### src/rtl/raw_bayer_pkg.sv
// Shared types and the Bayer channel picker for the RGB-to-RAW re-mosaic path.
// The mosaic order names the colour of the pixel at row 0, column 0.
package raw_bayer_pkg;

  typedef enum logic [1:0] {
    S_VBLANK = 2'd0,
    S_LINE   = 2'd1,
    S_HBLANK = 2'd2
  } state_t;

  typedef enum logic [1:0] {
    BAYER_RGGB = 2'd0,
    BAYER_GRBG = 2'd1,
    BAYER_GBRG = 2'd2,
    BAYER_BGGR = 2'd3
  } bayer_order_t;

  // Selects the mosaic channel for a pixel position and widens it to 10 bits by MSB replication.
  function automatic logic [9:0] bayer_pick(input bayer_order_t order, input logic x0, input logic y0,
                                            input logic [7:0] r, input logic [7:0] g,
                                            input logic [7:0] b);
    logic [1:0] p;
    logic [7:0] c;
    p = {y0 ^ order[1], x0 ^ order[0]};
    case (p)
      2'b00:   c = r;
      2'b11:   c = b;
      default: c = g;
    endcase
    return {c, c[7:6]};
  endfunction

endpackage

### src/rtl/sensor_timing_gen.sv
// Sensor-style frame/line sequencer: vertical blank, active line, horizontal blank.
// Exposes the current state and the column/row of the pixel slot being produced.
module sensor_timing_gen
  import raw_bayer_pkg::*;
#(
  parameter int H_ACTIVE = 640,
  parameter int V_ACTIVE = 480,
  parameter int H_BLANK  = 160,
  parameter int V_BLANK  = 8000
) (
  input  logic        clk,
  input  logic        rst,
  input  logic        enable,
  output state_t      state,
  output logic [10:0] col,
  output logic [10:0] row
);

  // One blank counter serves both blanking intervals since they never overlap.
  localparam int BMAX = (V_BLANK > H_BLANK) ? V_BLANK : H_BLANK;
  localparam int BW   = $clog2(BMAX + 1);

  localparam logic [BW-1:0] V_LAST   = BW'(V_BLANK - 1);
  localparam logic [BW-1:0] H_LAST   = BW'(H_BLANK - 1);
  localparam logic [10:0]   COL_LAST = 11'(H_ACTIVE - 1);
  localparam logic [10:0]   ROW_LAST = 11'(V_ACTIVE - 1);

  state_t         state_n;
  logic [BW-1:0]  cnt, cnt_n;
  logic [10:0]    col_n, row_n;

  // NOTE: sequential state uses non-blocking assignments so every register samples pre-edge values.
  always_ff @(posedge clk) begin
    if (rst) begin
      state <= S_VBLANK;
      cnt   <= '0;
      col   <= '0;
      row   <= '0;
    end else begin
      state <= state_n;
      cnt   <= cnt_n;
      col   <= col_n;
      row   <= row_n;
    end
  end

  // NOTE: every combinational output gets a default first so no path can infer a latch.
  always_comb begin
    state_n = state;
    cnt_n   = cnt;
    col_n   = col;
    row_n   = row;
    case (state)
      S_VBLANK: begin
        // Parks on the terminal count until a frame is allowed to start.
        if (cnt == V_LAST) begin
          if (enable) begin
            state_n = S_LINE;
            col_n   = '0;
            row_n   = '0;
          end
        end else begin
          cnt_n = cnt + 1'b1;
        end
      end
      S_LINE: begin
        if (col == COL_LAST) begin
          cnt_n   = '0;
          state_n = (row == ROW_LAST) ? S_VBLANK : S_HBLANK;
        end else begin
          col_n = col + 11'd1;
        end
      end
      S_HBLANK: begin
        if (cnt == H_LAST) begin
          state_n = S_LINE;
          col_n   = '0;
          row_n   = row + 11'd1;
        end else begin
          cnt_n = cnt + 1'b1;
        end
      end
      default: begin
        state_n = S_VBLANK;
        cnt_n   = '0;
      end
    endcase
  end

endmodule

### src/rtl/rgb_to_raw_bayer.sv
// Re-mosaics a handshaked RGB pixel stream into a 10-bit Bayer RAW stream with FVAL/LVAL timing.
// Timing comes from sensor_timing_gen; this level adds the handshake, channel select and output stage.
module rgb_to_raw_bayer
  import raw_bayer_pkg::*;
#(
  parameter int           H_ACTIVE    = 640,
  parameter int           V_ACTIVE    = 480,
  parameter int           H_BLANK     = 160,
  parameter int           V_BLANK     = 8000,
  parameter bayer_order_t BAYER_ORDER = BAYER_RGGB
) (
  input  logic        CCD_PIXCLK,
  input  logic        RST,
  input  logic        iEnable,
  input  logic [7:0]  iRed,
  input  logic [7:0]  iGreen,
  input  logic [7:0]  iBlue,
  input  logic        iValid,
  output logic        oReady,
  output logic [9:0]  mCCD_DATA,
  output logic        mCCD_FVAL,
  output logic        mCCD_LVAL,
  output logic [10:0] oX_Cont,
  output logic [10:0] oY_Cont,
  output logic        oFrame_Start,
  output logic        oUnderflow
);

  state_t      state;
  logic [10:0] col, row;
  logic        line;

  sensor_timing_gen #(
    .H_ACTIVE (H_ACTIVE),
    .V_ACTIVE (V_ACTIVE),
    .H_BLANK  (H_BLANK),
    .V_BLANK  (V_BLANK)
  ) u_timing (
    .clk    (CCD_PIXCLK),
    .rst    (RST),
    .enable (iEnable),
    .state  (state),
    .col    (col),
    .row    (row)
  );

  // Readiness depends only on the slot type, so a pixel is consumed every active cycle.
  assign line   = (state == S_LINE);
  assign oReady = line;

  // All stream outputs share one register stage so they stay mutually aligned.
  always_ff @(posedge CCD_PIXCLK) begin
    if (RST) begin
      mCCD_FVAL    <= 1'b0;
      mCCD_LVAL    <= 1'b0;
      mCCD_DATA    <= '0;
      oX_Cont      <= '0;
      oY_Cont      <= '0;
      oFrame_Start <= 1'b0;
      oUnderflow   <= 1'b0;
    end else begin
      mCCD_FVAL    <= (state != S_VBLANK);
      mCCD_LVAL    <= line;
      mCCD_DATA    <= (line && iValid) ? bayer_pick(BAYER_ORDER, col[0], row[0], iRed, iGreen, iBlue)
                                       : 10'd0;
      oX_Cont      <= col;
      oY_Cont      <= row;
      oFrame_Start <= (state != S_VBLANK) && !mCCD_FVAL;
      if (line && !iValid) oUnderflow <= 1'b1;
    end
  end

endmodule

### config.mk
export PLATFORM = sky130hd
export DESIGN_NAME = rgb_to_raw_bayer
export DESIGN_NICKNAME = d
export VERILOG_FILES = /design/src/rtl/raw_bayer_pkg.sv /design/src/rtl/sensor_timing_gen.sv /design/src/rtl/rgb_to_raw_bayer.sv
export SDC_FILE = /design/constraint.sdc
export NUM_CORES = 1
export LEC_CHECK = 0
export BUFFER_PORTS_ARGS = -buffer_cell sky130_fd_sc_hd__buf_2
export CAP_MARGIN = 20
export CORE_MARGIN = 2
export CORE_UTILIZATION = 45
export CTS_BUF_LIST = sky130_fd_sc_hd__clkbuf_8
export DETAILED_ROUTE_END_ITERATION = 6
export HOLD_SLACK_MARGIN = 0.05
export PLACE_DENSITY = 0.68
export SETUP_SLACK_MARGIN = 0.2
export SLEW_MARGIN = 20
export SYNTH_ARGS = -nofsm -noshare
export SYNTH_HDL_FRONTEND = slang
export SYNTH_SLANG_ARGS = --single-unit
### constraint.sdc
create_clock -name CCD_PIXCLK -period 6.03 [get_ports CCD_PIXCLK]
set_input_delay 0.3015 -clock CCD_PIXCLK [delete_from_list [all_inputs] [get_ports CCD_PIXCLK]]
set_output_delay 0.3015 -clock CCD_PIXCLK [all_outputs]
set_load 0.05 [all_outputs]
==> results_dict.tcl <==
set metrics [dict create \
    dr.pass1.iters 4 \
    path_cells "or4_1, nor4_1, a211oi_1, nor2b_1, mux2_2" \
    floorplan_row_count 30 \
    drt-total-wl_mm 6.64 \
    power_per_cell_area_nw_per_um2 240 \
    fin_tns_setup_ps 0 \
    finalClockSkew_ps 4.65 \
    vdd_drop_max_mv 0.0995 \
    synth_top_cell_by_area "sky130_fd_sc_hd__dfxtp_1" \
    largest_family_of_logic_cells_by_synthesized_area "simple AND/OR/NAND/NOR gates" \
    die_w_um 86.5 \
    multi_input_area_um2 1520 \
    clkSlewWorstSetupHoldPaths_ps 70 \
    crit_fanout 11 \
    post-route-util 0.537 \
    clk_latency_ps 340 \
    yosysSeqAreaShare 0.464 \
    timing.reg2reg.worst_path_depth 5 \
    timing.final.crit_share 0.509 \
    grt_util_all_layers 0.180 \
    slew_headroom 0.418 \
    min_from "iGreen[5]" \
    maxClockFrequency_mhz 326 \
    placed_wire_length_estimate_mm 4.56 \
    grt_max_degree 60 \
    timing.final.hold_violations 0 \
    postSynthCellCount 351 \
    numClockSinks 71 \
    register_to_register_setup_slack_ps 2960 \
    synth_xor_area_frac 0.0229 \
    data_required_time_at_the_worst_endpoint_ps 6270 \
    worst_hold_path.endpoint "mCCD_DATA[7]" \
    synthAdderAreaFrac 0.0204 \
    async_flop_share 0 \
    synth.ff_latch_count 71 \
    critical_path.startpoint_type "flop" \
    cts_root_buffer "sky130_fd_sc_hd__clkbuf_8" \
    worstPathArrival_ps 3300 \
    hold_path_class "primary input to flop" \
    die_area_um2 7490 \
    cts_repair_resize_count 0 \
    tritoncts "done" \
    synth_cell_type_count 51 \
    syn-mean-instance-area_um2 8.73 \
    critical_path_class "flop to flop" \
    endpoint_class_of_the_critical_path "flop" \
    post_layout_net_count 439 \
    final_layout_size_suffix_gt1_frac 0.215 \
    synth_top_area_share 0.464 \
    htree_num_levels 3 \
    netlist_area_um2 3070 \
    yosys.area_share.simple 0.273 \
    drc 0 \
    maxCapViolCount 0 \
    max_stage_delay_cell_worst_path "sky130_fd_sc_hd__nor4_1" \
    grt_antenna_before_repair 0 \
    timing.critical_path.max_delay_family "simple AND/OR/NAND/NOR gates" \
    cts_inserted_buffers 9 \
    cts_setup_buffers 0 \
    ys_warn_count 0 \
    nFillCells 608 \
    grt.overflow.total 0 \
    final.min_clock_period_ps 3070 \
    grt_setup_unrepaired "no" \
    area_delta_synth_final_pct 17.0 \
    layout.cells.most_common "sky130_fd_sc_hd__dfxtp_1" \
    grt_first_pass_wirelength_mm 10.7 \
    cts.path.max_buffers 2 \
    synth_area_leaders "sky130_fd_sc_hd__dfxtp_1 46%, sky130_fd_sc_hd__nor2b_1 4.7%, sky130_fd_sc_hd__nor2_1 4.5%" \
    post_synth_mux_area_share 0.0102 \
    via_count 2717 \
    antenna_cells_inserted 0 \
    grt_pass1_vias 2399 \
    initial_core_util 0.459 \
    static-leakage-power_nw 1.51 \
    dpl_cell_area_um2 3400 \
    finalWeightedCongestion 0.822 \
    number_of_synthesized_flops_with_an_enable_pin 0 \
    layout.cells.most_common_list "71 x sky130_fd_sc_hd__dfxtp_1, 64 x sky130_fd_sc_hd__buf_2, 37 x sky130_fd_sc_hd__nor2_1" \
    post_synthesis_compound_gate_area_fraction 0.170 \
    postCtsHoldBufs 0 \
    ff_latch_area_um2 1420 \
    path_buf_inv 0 \
    worst_hold_depth 3 \
    chipHeight_um 86.5 \
    route.detailed.vias_per_inst 5.54 \
    tightestPinTransition_ps 871 \
    port_buffers 64 \
    finalHoldWorstSlack_ps 186 \
    cpPeakStageDelay_ps 720 \
    drv_slew 0 \
    num_io_pins 65 \
    synth_nets 384 \
    timing.rr.start "u_timing.cnt[8]" \
    setup_viol 0 \
    stdcell_area_um2 3590 \
    rr_endpoint "u_timing.col[1]" \
    drtAntennaViolNets 0 \
    drt-initial-drc-count 193 \
    synth_top_flop_cell "sky130_fd_sc_hd__dfxtp_1" \
    coreArea_um2 6680 \
    drt-wirelength-per-cell_um 13.5 \
    status "finished, final reports clean" \
]
[power breakdown]
group | internal [mW] | total, mW | switching, mW | leakage, nW
combinational | 0.0127 | 0.0268 | 0.0141 | 0.842
sequential | 0.470 | 0.473 | 0.00221 | 0.572
clock | 0.188 | 0.360 | 0.172 | 0.0988
[sequential cells by signal, summed over array words and instances, names as in the netlist]
| register | flops |
|---|---|
| mCCD_DATA | 8 |
| mCCD_FVAL | 1 |
| mCCD_LVAL | 1 |
| oFrame_Start | 1 |
| oUnderflow | 1 |
| oX_Cont | 11 |
| oY_Cont | 11 |
| u_timing.cnt | 13 |
| u_timing.col | 11 |
| u_timing.row | 11 |
| u_timing.state | 2 |
[logic make-up (layout without fill, tap and decap cells)]
family	Yosys count	count (layout)
flip-flops	71	71
buffers and inverters	28	87
AND/OR/NAND/NOR	159	159
AO/OA/AOI/OAI	77	77
XOR/XNOR	8	8
multiplexers	3	3
adder cells (fa/ha/maj)	5	5
[through the flow]
step | power (mW) | setup slack (ps) | std cells
after floorplan | 0.498 | 3850 | 351
after global routing | 0.891 | 2850 | 490
after detailed placement | 0.510 | 3030 | 475
after global placement | 0.510 | 3160 | 475
after CTS | 0.870 | 3010 | 490
final | 0.859 | 2960 | 490
[final cells by class]
| type | count | area share |
|---|---|---|
| clock buffer | 9 | 0.0345 |
| clock inverter | 6 | 0.0174 |
| inverter | 7 | 0.00733 |
| multi-input combinational | 252 | 0.425 |
| sequential | 71 | 0.396 |
| tap | 80 | 0.0279 |
| timing repair buffer | 65 | 0.0914 |
[cell usage after synthesis (6+ instances only)]
cell type / n
sky130_fd_sc_hd__a22oi_1: 12
sky130_fd_sc_hd__clkbuf_1: 15
sky130_fd_sc_hd__dfxtp_1: 71
sky130_fd_sc_hd__inv_1: 6
sky130_fd_sc_hd__a21oi_1: 23
sky130_fd_sc_hd__nand3_1: 25
sky130_fd_sc_hd__a311oi_1: 7
sky130_fd_sc_hd__a211oi_1: 6
sky130_fd_sc_hd__nand3b_1: 6
sky130_fd_sc_hd__nor2_1: 37
sky130_fd_sc_hd__and3_1: 8
sky130_fd_sc_hd__nor2b_1: 23
sky130_fd_sc_hd__nor3_1: 7
sky130_fd_sc_hd__a31oi_1: 8
sky130_fd_sc_hd__nand2_1: 26
[metal layers]
metal	wire length, um	share of wire	global-route usage	vias to the layer above
met1	3080	0.46	0.218	1251
met4	80	0.012	0.0824	0
met5	0	0	0	-
met2	3030	0.46	0.286	89
met3	452	0.068	0.0667	7
li1	-	-	-	1370
[how the worst max path moves through the flow]
stage | start | to | slack [ps] | cells after the start
6_report | u_timing.cnt[8] | u_timing.col[1] | 2960 | 5
2_1_floorplan | u_timing.cnt[8] | u_timing.row[10] | 3850 | 5
3_3_place_gp | u_timing.cnt[8] | u_timing.col[1] | 3160 | 5
5_1_grt | u_timing.cnt[8] | u_timing.col[1] | 2850 | 5
3_5_place_dp | u_timing.cnt[8] | u_timing.col[1] | 3030 | 5
4_1_cts | u_timing.cnt[8] | u_timing.col[1] | 3010 | 5
[tightest hold or removal path: stages]
cell	delay [ps]
sky130_fd_sc_hd__buf_2	70
sky130_fd_sc_hd__a21oi_1	50
sky130_fd_sc_hd__nor2_1	70
Note: power is estimated with default switching activity, not from simulation.
